===== src/rtl/endp_ctrl_regfile_if.sv =====
// CPU bus between the host processor and the USB endpoint control register file.
// One request at a time: stb is held until a single-cycle ack returns.
interface endp_ctrl_regfile_if;
    logic       stb;
    logic       we;
    logic [4:0] addr;
    logic [7:0] wdata;
    logic [7:0] rdata;
    logic       ack;

    modport master (output stb, we, addr, wdata, input rdata, ack);
    modport slave  (input stb, we, addr, wdata, output rdata, ack);
endinterface


===== src/rtl/endp_ctrl_regfile.sv =====
// CPU register file for the 4-endpoint USB slave: control words, status readback, DONE/NAK interrupts.
// Optional feature: define ENDP_NAK_IRQ_EN to raise INT_STAT[7:4] on a rising NAK-sent status bit.
module endp_ctrl_regfile #(
    parameter int NUM_EP = 4,
    parameter int CTRL_W = 5
) (
    input  logic              clk,
    input  logic              rst_n,
    endp_ctrl_regfile_if.slave bus,
    output logic [CTRL_W-1:0] endP0ControlReg,
    output logic [CTRL_W-1:0] endP1ControlReg,
    output logic [CTRL_W-1:0] endP2ControlReg,
    output logic [CTRL_W-1:0] endP3ControlReg,
    input  logic              clrEP0Rdy,
    input  logic              clrEP1Rdy,
    input  logic              clrEP2Rdy,
    input  logic              clrEP3Rdy,
    input  logic [7:0]        endP0StatusReg,
    input  logic [7:0]        endP1StatusReg,
    input  logic [7:0]        endP2StatusReg,
    input  logic [7:0]        endP3StatusReg,
    input  logic [1:0]        endP0TransTypeReg,
    input  logic [1:0]        endP1TransTypeReg,
    input  logic [1:0]        endP2TransTypeReg,
    input  logic [1:0]        endP3TransTypeReg,
    input  logic [1:0]        endP0NAKTransTypeReg,
    input  logic [1:0]        endP1NAKTransTypeReg,
    input  logic [1:0]        endP2NAKTransTypeReg,
    input  logic [1:0]        endP3NAKTransTypeReg,
    output logic              irq
);

    logic [NUM_EP-1:0][CTRL_W-1:0] ctrl_q;
    logic [NUM_EP-1:0][7:0]        status_in;
    logic [NUM_EP-1:0][1:0]        ttype_in;
    logic [NUM_EP-1:0][1:0]        nak_ttype_in;
    logic [NUM_EP-1:0]             clr_rdy;
    logic [NUM_EP-1:0]             done_set;
    logic [NUM_EP-1:0]             nak_set;

    logic       ack_reg;
    logic [7:0] rdata_reg;
    logic [7:0] int_stat_reg;
    logic [7:0] int_stat_next;
    logic [7:0] int_mask_reg;
    logic       irq_reg;
    logic [7:0] rd_mux;
    logic       accept;
    logic       wr_en;
    logic       rd_en;

    assign status_in    = {endP3StatusReg, endP2StatusReg, endP1StatusReg, endP0StatusReg};
    assign ttype_in     = {endP3TransTypeReg, endP2TransTypeReg, endP1TransTypeReg, endP0TransTypeReg};
    assign nak_ttype_in = {endP3NAKTransTypeReg, endP2NAKTransTypeReg,
                           endP1NAKTransTypeReg, endP0NAKTransTypeReg};
    assign clr_rdy      = {clrEP3Rdy, clrEP2Rdy, clrEP1Rdy, clrEP0Rdy};

    assign endP0ControlReg = ctrl_q[0];
    assign endP1ControlReg = ctrl_q[1];
    assign endP2ControlReg = ctrl_q[2];
    assign endP3ControlReg = ctrl_q[3];

    // The ack cycle itself never accepts, which spaces accesses at least two cycles apart.
    assign accept = bus.stb & ~ack_reg;
    assign wr_en  = accept & bus.we;
    assign rd_en  = accept & ~bus.we;

    genvar gi;
    generate
        for (gi = 0; gi < NUM_EP; gi++) begin : g_ep
            logic [CTRL_W-1:0] ctrl_reg;
            logic              ctrl_wr;

            assign ctrl_wr = wr_en && !bus.addr[4] && (bus.addr[3:2] == 2'(gi))
                             && (bus.addr[1:0] == 2'b00);

            // A CPU write re-arms the endpoint even if the mux clears READY on the same edge.
            always_ff @(posedge clk or negedge rst_n) begin
                if (!rst_n) begin
                    ctrl_reg <= '0;
                end else if (ctrl_wr) begin
                    ctrl_reg <= bus.wdata[CTRL_W-1:0];
                end else if (clr_rdy[gi]) begin
                    ctrl_reg[1] <= 1'b0;
                end
            end

            assign ctrl_q[gi]   = ctrl_reg;
            assign done_set[gi] = clr_rdy[gi] & ctrl_reg[1];

`ifdef ENDP_NAK_IRQ_EN
            logic nak_prev_reg;

            always_ff @(posedge clk or negedge rst_n) begin
                if (!rst_n) begin
                    nak_prev_reg <= 1'b0;
                end else begin
                    nak_prev_reg <= status_in[gi][4];
                end
            end

            assign nak_set[gi] = status_in[gi][4] & ~nak_prev_reg;
`else
            assign nak_set[gi] = 1'b0;
`endif
        end
    endgenerate

    // New set events override a simultaneous write-one-to-clear of the same bit.
    always_comb begin
        int_stat_next = int_stat_reg;
        if (wr_en && (bus.addr == 5'h10)) begin
            int_stat_next = int_stat_next & ~bus.wdata;
        end
        int_stat_next = int_stat_next | {nak_set, done_set};
    end

    always_comb begin
        rd_mux = 8'h00;
        if (!bus.addr[4]) begin
            case (bus.addr[1:0])
                2'd0:    rd_mux = 8'(ctrl_q[bus.addr[3:2]]);
                2'd1:    rd_mux = status_in[bus.addr[3:2]];
                2'd2:    rd_mux = {4'b0000, nak_ttype_in[bus.addr[3:2]], ttype_in[bus.addr[3:2]]};
                default: rd_mux = 8'h00;
            endcase
        end else begin
            case (bus.addr[3:0])
                4'h0:    rd_mux = int_stat_reg;
                4'h1:    rd_mux = int_mask_reg;
                default: rd_mux = 8'h00;
            endcase
        end
    end

    always_ff @(posedge clk or negedge rst_n) begin
        if (!rst_n) begin
            ack_reg      <= 1'b0;
            rdata_reg    <= 8'h00;
            int_stat_reg <= 8'h00;
            int_mask_reg <= 8'h00;
            irq_reg      <= 1'b0;
        end else begin
            ack_reg      <= accept;
            int_stat_reg <= int_stat_next;
            irq_reg      <= |(int_stat_reg & int_mask_reg);
            if (rd_en) begin
                rdata_reg <= rd_mux;
            end
            if (wr_en && (bus.addr == 5'h11)) begin
                int_mask_reg <= bus.wdata;
            end
        end
    end

    assign bus.ack   = ack_reg;
    assign bus.rdata = rdata_reg;
    assign irq       = irq_reg;

endmodule


===== src/flat_wrapper.sv =====
// flat-port wrapper written by rule: the top's interface ports become plain ports
module endp_ctrl_regfile_flat 
#(
    parameter int NUM_EP = 4,
    parameter int CTRL_W = 5
)
  (clk, rst_n, endP0ControlReg, endP1ControlReg, endP2ControlReg, endP3ControlReg, clrEP0Rdy, clrEP1Rdy, clrEP2Rdy, clrEP3Rdy, endP0StatusReg, endP1StatusReg, endP2StatusReg, endP3StatusReg, endP0TransTypeReg, endP1TransTypeReg, endP2TransTypeReg, endP3TransTypeReg, endP0NAKTransTypeReg, endP1NAKTransTypeReg, endP2NAKTransTypeReg, endP3NAKTransTypeReg, irq, bus_stb, bus_we, bus_addr, bus_wdata, bus_rdata, bus_ack);
  endp_ctrl_regfile_if bus_i ();
  input  logic clk;
  input  logic rst_n;
  output logic [CTRL_W-1:0] endP0ControlReg;
  output logic [CTRL_W-1:0] endP1ControlReg;
  output logic [CTRL_W-1:0] endP2ControlReg;
  output logic [CTRL_W-1:0] endP3ControlReg;
  input  logic clrEP0Rdy;
  input  logic clrEP1Rdy;
  input  logic clrEP2Rdy;
  input  logic clrEP3Rdy;
  input  logic [7:0] endP0StatusReg;
  input  logic [7:0] endP1StatusReg;
  input  logic [7:0] endP2StatusReg;
  input  logic [7:0] endP3StatusReg;
  input  logic [1:0] endP0TransTypeReg;
  input  logic [1:0] endP1TransTypeReg;
  input  logic [1:0] endP2TransTypeReg;
  input  logic [1:0] endP3TransTypeReg;
  input  logic [1:0] endP0NAKTransTypeReg;
  input  logic [1:0] endP1NAKTransTypeReg;
  input  logic [1:0] endP2NAKTransTypeReg;
  input  logic [1:0] endP3NAKTransTypeReg;
  output logic irq;
  input wire logic [$bits(bus_i.stb)-1:0] bus_stb;
  input wire logic [$bits(bus_i.we)-1:0] bus_we;
  input wire logic [$bits(bus_i.addr)-1:0] bus_addr;
  input wire logic [$bits(bus_i.wdata)-1:0] bus_wdata;
  output wire logic [$bits(bus_i.rdata)-1:0] bus_rdata;
  output wire logic [$bits(bus_i.ack)-1:0] bus_ack;
  assign bus_i.stb = bus_stb;
  assign bus_i.we = bus_we;
  assign bus_i.addr = bus_addr;
  assign bus_i.wdata = bus_wdata;
  assign bus_rdata = bus_i.rdata;
  assign bus_ack = bus_i.ack;
  endp_ctrl_regfile #(.NUM_EP(NUM_EP), .CTRL_W(CTRL_W)) u_core (.clk(clk), .rst_n(rst_n), .bus(bus_i), .endP0ControlReg(endP0ControlReg), .endP1ControlReg(endP1ControlReg), .endP2ControlReg(endP2ControlReg), .endP3ControlReg(endP3ControlReg), .clrEP0Rdy(clrEP0Rdy), .clrEP1Rdy(clrEP1Rdy), .clrEP2Rdy(clrEP2Rdy), .clrEP3Rdy(clrEP3Rdy), .endP0StatusReg(endP0StatusReg), .endP1StatusReg(endP1StatusReg), .endP2StatusReg(endP2StatusReg), .endP3StatusReg(endP3StatusReg), .endP0TransTypeReg(endP0TransTypeReg), .endP1TransTypeReg(endP1TransTypeReg), .endP2TransTypeReg(endP2TransTypeReg), .endP3TransTypeReg(endP3TransTypeReg), .endP0NAKTransTypeReg(endP0NAKTransTypeReg), .endP1NAKTransTypeReg(endP1NAKTransTypeReg), .endP2NAKTransTypeReg(endP2NAKTransTypeReg), .endP3NAKTransTypeReg(endP3NAKTransTypeReg), .irq(irq));
endmodule

===== config.mk =====
export PLATFORM = sky130hd
export DESIGN_NAME = endp_ctrl_regfile_flat
export DESIGN_NICKNAME = d
export VERILOG_FILES = /design/src/rtl/endp_ctrl_regfile_if.sv /design/src/rtl/endp_ctrl_regfile.sv /design/src/flat_wrapper.sv
export SDC_FILE = /design/constraint.sdc
export NUM_CORES = 1
export LEC_CHECK = 0
export ABC_AREA = 1
export BUFFER_PORTS_ARGS = -buffer_cell sky130_fd_sc_hd__buf_2
export CAP_MARGIN = 20
export CELL_PAD_IN_SITES_DETAIL_PLACEMENT = 1
export CELL_PAD_IN_SITES_GLOBAL_PLACEMENT = 1
export CORE_MARGIN = 2
export CORE_UTILIZATION = 31
export CTS_CLUSTER_DIAMETER = 50
export CTS_CLUSTER_SIZE = 16
export DETAILED_ROUTE_END_ITERATION = 6
export HOLD_SLACK_MARGIN = 0.15
export PLACE_DENSITY_LB_ADDON = 0.1
export SLEW_MARGIN = 20
export SYNTH_ARGS = -nofsm -noshare
export SYNTH_HDL_FRONTEND = slang
export SYNTH_SLANG_ARGS = --single-unit

===== constraint.sdc =====
create_clock -name clk -period 1.13 [get_ports clk]
set_clock_uncertainty 0.05 [all_clocks]
set_input_delay 0.0565 -clock clk [delete_from_list [all_inputs] [get_ports clk]]
set_output_delay 0.0565 -clock clk [all_outputs]
set_load 0.05 [all_outputs]

==> Word-level counts from Yosys, hierarchy flattened <==
Index checks and enable logic that the tools add are counted.
{ "totals": {"ff_bits": 46, "in_bits": 69, "output_inout_bits": 30, "word_cells": 75} }
{ "op_classes": {"magnitude_cmp": 1, "n_eq_ne": 8, "mux": 20, "bitwise": 13, "n_reduce_logical": 20} }
{ "op_table": {"columns": ["cell", "count"], "rows": [
  ["8-bit 2-to-1 mux", 3],
  ["8-bit case mux with 3 select lines", 1],
  ["8-bit AND", 2],
  ["8-bit binary-select mux with 2-bit select", 1],
  ["8-bit case mux with 2 select lines", 1],
  ["1-bit logical AND", 11],
  ["5-bit binary-select mux with 2-bit select", 1],
  ["5-bit == test, second input constant", 2],
  ["2-bit binary-select mux with 2-bit select", 2],
  ["1-bit 2-to-1 mux", 8],
  ["8-bit NOT", 1],
  ["8-bit by 4-bit OR with 8-bit output", 1],
  ["2-bit nonzero test", 4],
  ["8-bit OR reduction", 1],
  ["1-bit AND", 7],
  ["2-bit == test, second input constant", 3],
  ["5-bit 2-to-1 mux", 1],
  ["2-bit by 1-bit == test with 1-bit output, second input constant", 2],
  ["4-bit by 1-bit == test with 1-bit output, second input constant", 1],
  ["2-bit logical NOT", 2],
  ["4-bit logical NOT", 1],
  ["2-bit 2-to-1 mux", 2],
  ["2-bit by 3-bit less-than comparator with 1-bit output, second input constant", 1],
  ["1-bit NOT", 2],
  ["1-bit logical NOT", 1]
]} }

==> Longest topological paths before layout <==
{ "logic_depth": {"word_depth": 7, "mapped_depth": 10, "ltp_nobuf": 9} }

==> Worst setup path after synthesis <==
Ideal clock, no wire load.
{ "synth_path": {"path_kind": "reg-to-reg", "start": "register u_core.ack_reg (netlist: u_core.bus.ack)", "end": "register u_core.rdata_reg[4] (netlist: u_core.bus.rdata[4])", "setup_ns": 0.123, "arrival_time_ns": 1.454, "setup_slack_ns": -0.497, "path_stages_with_launch": 6, "n_path_buf": 0, "cell_sequence": "dfrtp_1 -> nor2_1 -> nand2_1 -> inv_1 -> or2_2 -> a21boi_1"} }
{ "synth_between": {"elab_chain_cells": 3} }
{ "synth_lines": {"columns": ["item", "line", "text"], "rows": [
  ["start, declared", "endp_ctrl_regfile.sv:41", "logic ack_reg;"],
  ["start signal, assigned", "endp_ctrl_regfile.sv:144", "ack_reg <= accept;"],
  ["1-bit NOT", "endp_ctrl_regfile.sv:64", "assign accept = bus.stb & ~ack_reg;"],
  ["1-bit AND", "endp_ctrl_regfile.sv:64", null],
  ["net u_core.accept", "endp_ctrl_regfile.sv:48", "logic accept;"],
  ["1-bit AND", "endp_ctrl_regfile.sv:66", "assign rd_en = accept & ~bus.we;"],
  ["end signal, assigned", "endp_ctrl_regfile.sv:148", "rdata_reg <= rd_mux;"],
  ["end, declared", "endp_ctrl_regfile.sv:42", "logic [7:0] rdata_reg;"]
]} }
The timed path passes the listed nets, and every way through them passes these cells.
A chain may end at the register's enable or synchronous reset.

==> Worst setup path after layout <==
{ "layout_path": {"start": "register u_core.ack_reg (netlist: u_core.bus.ack)", "end": "register u_core.g_ep[0].ctrl_reg[1] (netlist: u_core.endP0ControlReg[1])"} }
{ "layout_between": {"elab_chain_cells": 7, "word_cells_on_any_way": 8, "cone_classes": "1 x mux; 3 x bitwise; 4 x reduce/logical"} }
{ "layout_lines": {"columns": ["item", "line", "text"], "rows": [
  ["1-bit NOT *", "endp_ctrl_regfile.sv:64", null],
  ["1-bit AND *", "endp_ctrl_regfile.sv:64", null],
  ["net u_core.accept", "endp_ctrl_regfile.sv:48", null],
  ["1-bit AND *", "endp_ctrl_regfile.sv:65", "assign wr_en = accept & bus.we;"],
  ["1-bit logical AND * (2 in series)", "endp_ctrl_regfile.sv:74", "assign ctrl_wr = wr_en && !bus.addr[4] && (bus.addr[3:2] == 2'(gi))"],
  ["1-bit logical AND *", "endp_ctrl_regfile.sv:75", "&& (bus.addr[1:0] == 2'b00);"],
  ["1-bit 2-to-1 mux or 2-bit nonzero test (tied branches)", null, null],
  ["end signal, assigned", "endp_ctrl_regfile.sv:82", "ctrl_reg <= bus.wdata[CTRL_W-1:0];"],
  ["end, declared", "endp_ctrl_regfile.sv:71", "logic [CTRL_W-1:0] ctrl_reg;"]
]} }
Mark *: on every way through the listed nets, which the timed path passes. The rest lies on a longest branch.

==> metrics.cfg <==
[critical_path]
cp-start-kind = flop
crit_slowest_cell = dfrtp_2
crit_path_frequent_cell = nor2_4
r2r_end = u_core.endP0ControlReg[1]
crit_end = u_core.endP0ControlReg[1]
startpoint = u_core.bus.ack
worstSetupEndpointType = flop
r2r_slack_ns = -0.25
crit_type = flop to flop
rr_worst_depth = 7
required_ns = 1.26
r2r_start = u_core.bus.ack
cp_max_fo = 10
slowest_delay_ns = 0.43
crit_path_cell_trace = nor2_4 -> nand2_4 -> nor2_4 -> buf_12 -> nand2_8 -> nand3b_1 -> o21ai_1
crit_arrival_ns = 1.52

[sta]
finalHoldViolations = 0
fmax_ghz = 0.723
finalHoldWorstSlack_ns = 0.143
slew_headroom_pct = 65.9
finalSetupViolations = 45
drv_slew = 0
rsz0062_at_grt = true
post-route-period-util_pct = 122
timing.final.crit_period_ns = 1.38
layout_setup_ws_ns = -0.253
worstMarginPinSlew_ns = 0.511

[power]
power.density_nw_per_um2 = 1110
internal_power_w = 0.00319
power_w = 0.00493
pwr-share-comb_pct = 35.1
p_leak_nw = 2.43
p_clk_share_pct = 25.8
power_frac_seq_pct = 39.1
vdd_drop_max_v = 0.000682
power_switching_w = 0.00174
swShare_pct = 35.4

[synth]
syn_area_um2 = 2690
postSynthAreaPerCell_um2 = 6.92
synth_cell_types = 24
yosys_warnings = 0
yosysTopAreaCell = dfrtp_1
ys_seq_elements = 46
ys_top_cells_by_area = dfrtp_1 (43%), nand2_1 (29%), o21ai_0 (4.5%), inv_1 (3.8%), a21oi_1 (2.4%)
synthCells = 389
synth.top_cell.area_share_pct = 42.8
synth-seq-area-share_pct = 42.8
syn_nets = 458

[grt]
grt.total_usage_pct = 22.8
antenna_found_initial = 0
grt_max_degree = 47
gr-total-overflow = 0
grt_pass1_wl_um = 17600
first_global_vias = 3552

[die]
coreArea_um2 = 8300
start_util_pct = 32.4
die_x_um = 97.2
die-area_um2 = 9440
io_pins = 99
rows = 33
die_y_um = 97.2

[detailed_routing]
drtPass1Iterations = 4
drt_iter0_markers = 110
routed_wl_um = 10900
antenna_left = 0
viasPerCell = 4.81
wl_per_cell_um = 16.3
drcViolationCount = 0
vias = 3219

[clock_network]
clock_sinks = 46
clk_pin_slew_ns = 0.10
htree_levels = 2
cts_buffer_depth = 2
cts_buffers = 5
cts-root-buf = clkbuf_8
cts_tree = built
clock_latency_ns = 0.31

[layout]
fin_area_um2 = 4460
syn_to_final_growth_pct = 65.6
register_area_um2 = 1150
finalCoreUtilization_pct = 53.7
n_antenna_cell = 0
drive_gt1_share_pct = 38.3
multi_input_area_um2 = 1580
nets = 632
fin_cells = 669
fillCellCount = 1045

[run_status]
status = finished with violations
violations = negative setup slack

[placed_design]
place_area_um2 = 3640
dp_cells = 628
gp_congestion = 0.791
hpwlAfterDp_um = 7380
port_buffers = 98

[min_path]
min_path_type = primary input to flop

[job]
drv_cap = 0

-- power groups by stage --
stage          Sequential (W)  Clock, W  Combinational [W]
2_1_floorplan         0.00231         0           0.000450
3_3_place_gp          0.00194         0            0.00138
4_1_cts               0.00191   0.00130            0.00160
5_1_grt               0.00194   0.00136            0.00187
6_report              0.00193   0.00127            0.00173
3_5_place_dp          0.00194         0            0.00141
-- Yosys cell counts (all sizes together) --
| library cell | number |
|---|---|
| o21a | 1 |
| nand3 | 7 |
| nand2 | 213 |
| a22o | 2 |
| buf | 10 |
| a21oi | 17 |
| o21ai | 30 |
| or2 | 5 |
| o211ai | 1 |
| o22ai | 4 |
| inv | 29 |
| a21boi | 1 |
| a22oi | 6 |
| dfrtp | 46 |
| nor2 | 13 |
| nand3b | 4 |
-- layout by cell type, fill, tap and decap left out, types with 2 or more instances in the layout --
cell,Yosys,final
nand3_4,1,3
inv_1,27,20
buf_12,0,4
o21ai_1,6,23
a22oi_1,6,6
dlygate4sd3_1,0,22
buf_8,0,11
nand3_1,6,5
o21ai_2,0,3
clkbuf_8,0,5
buf_4,0,37
nor2_4,2,4
nand2_2,4,10
or2_2,5,4
buf_2,5,78
a21oi_1,13,8
nor2_2,3,2
o22ai_1,4,4
nand2_4,0,7
a22o_1,2,2
a21oi_2,4,8
nor2_1,8,7
nand2_8,0,4
dfrtp_1,46,45
inv_2,2,7
nand2_1,209,195
buf_6,5,21
o21ai_0,24,4
nand3b_1,4,4
inv_4,0,2
-- what timing repair did --
item | 4_1_cts | 5_1_grt
pin swaps | 12 | 12
gates resized for setup | 81 | 48
hold endpoints to repair | 88 | 0
hold buffers | 22 | 0
setup buffers | 2 | 5
cloned | 4 | 0
endpoints found under the setup margin | 64 | 62
-- stage by stage --
stage	worst slack, ns	TNS, ns
after floorplan	-0.250	-8.73
after global placement	-0.173	-5.22
after detailed placement	-0.216	-7.28
after CTS	-0.211	-6.22
after global routing	-0.322	-9.99
final	-0.253	-6.75
-- layer usage --
layer	track usage, %	wire length (um)	vias up
li1	-	-	1579
met1	29.1	4780	1537
met2	40.4	5420	85
met3	3.17	465	18
met4	5.96	235	0
met5	0	0	-
-- critical path, delay by kind of cell, from the launching register on --
family / cells / cell delay (ns)
AOI/OAI and AO/OA: 1 / 0.08
and+or+nand+nor: 5 / 0.50
buffers and inverters: 1 / 0.17
DFF: 1 / 0.43
-- worst min path at each step --
stage                 startpoint                   endpoint  slack, ns  cells after the start
6_report       endP0StatusReg[5]        u_core.bus.rdata[5]       0.14                      7
2_1_floorplan              rst_n             u_core.bus.ack      -0.29                      0
5_1_grt                  bus_stb             u_core.bus.ack       0.16                      4
3_5_place_dp               rst_n  u_core.endP1ControlReg[2]       0.01                      2
3_3_place_gp               rst_n  u_core.endP1ControlReg[2]      0.007                      2
4_1_cts                  bus_stb             u_core.bus.ack       0.15                      4
-- cell type report --
type	instances	area share [%]
Inverter	29	2.55
Multi-Input combinational cell	308	35.4
Sequential cell	46	25.9
Tap cell	105	2.95
Clock buffer	5	1.54
Clock inverter	3	0.983
Timing Repair Buffer	173	30.7
-- logic make-up (layout without fill, tap and decap cells) --
kind of cell    after synthesis  count (layout)  share of synthesized area (%)
simple gates                242             246                           36.8
flops                        46              46                           42.8
buf+inv                      39             210                           7.07
compound gates               62              62                           13.4
Power figures use the tool's default switching activity.
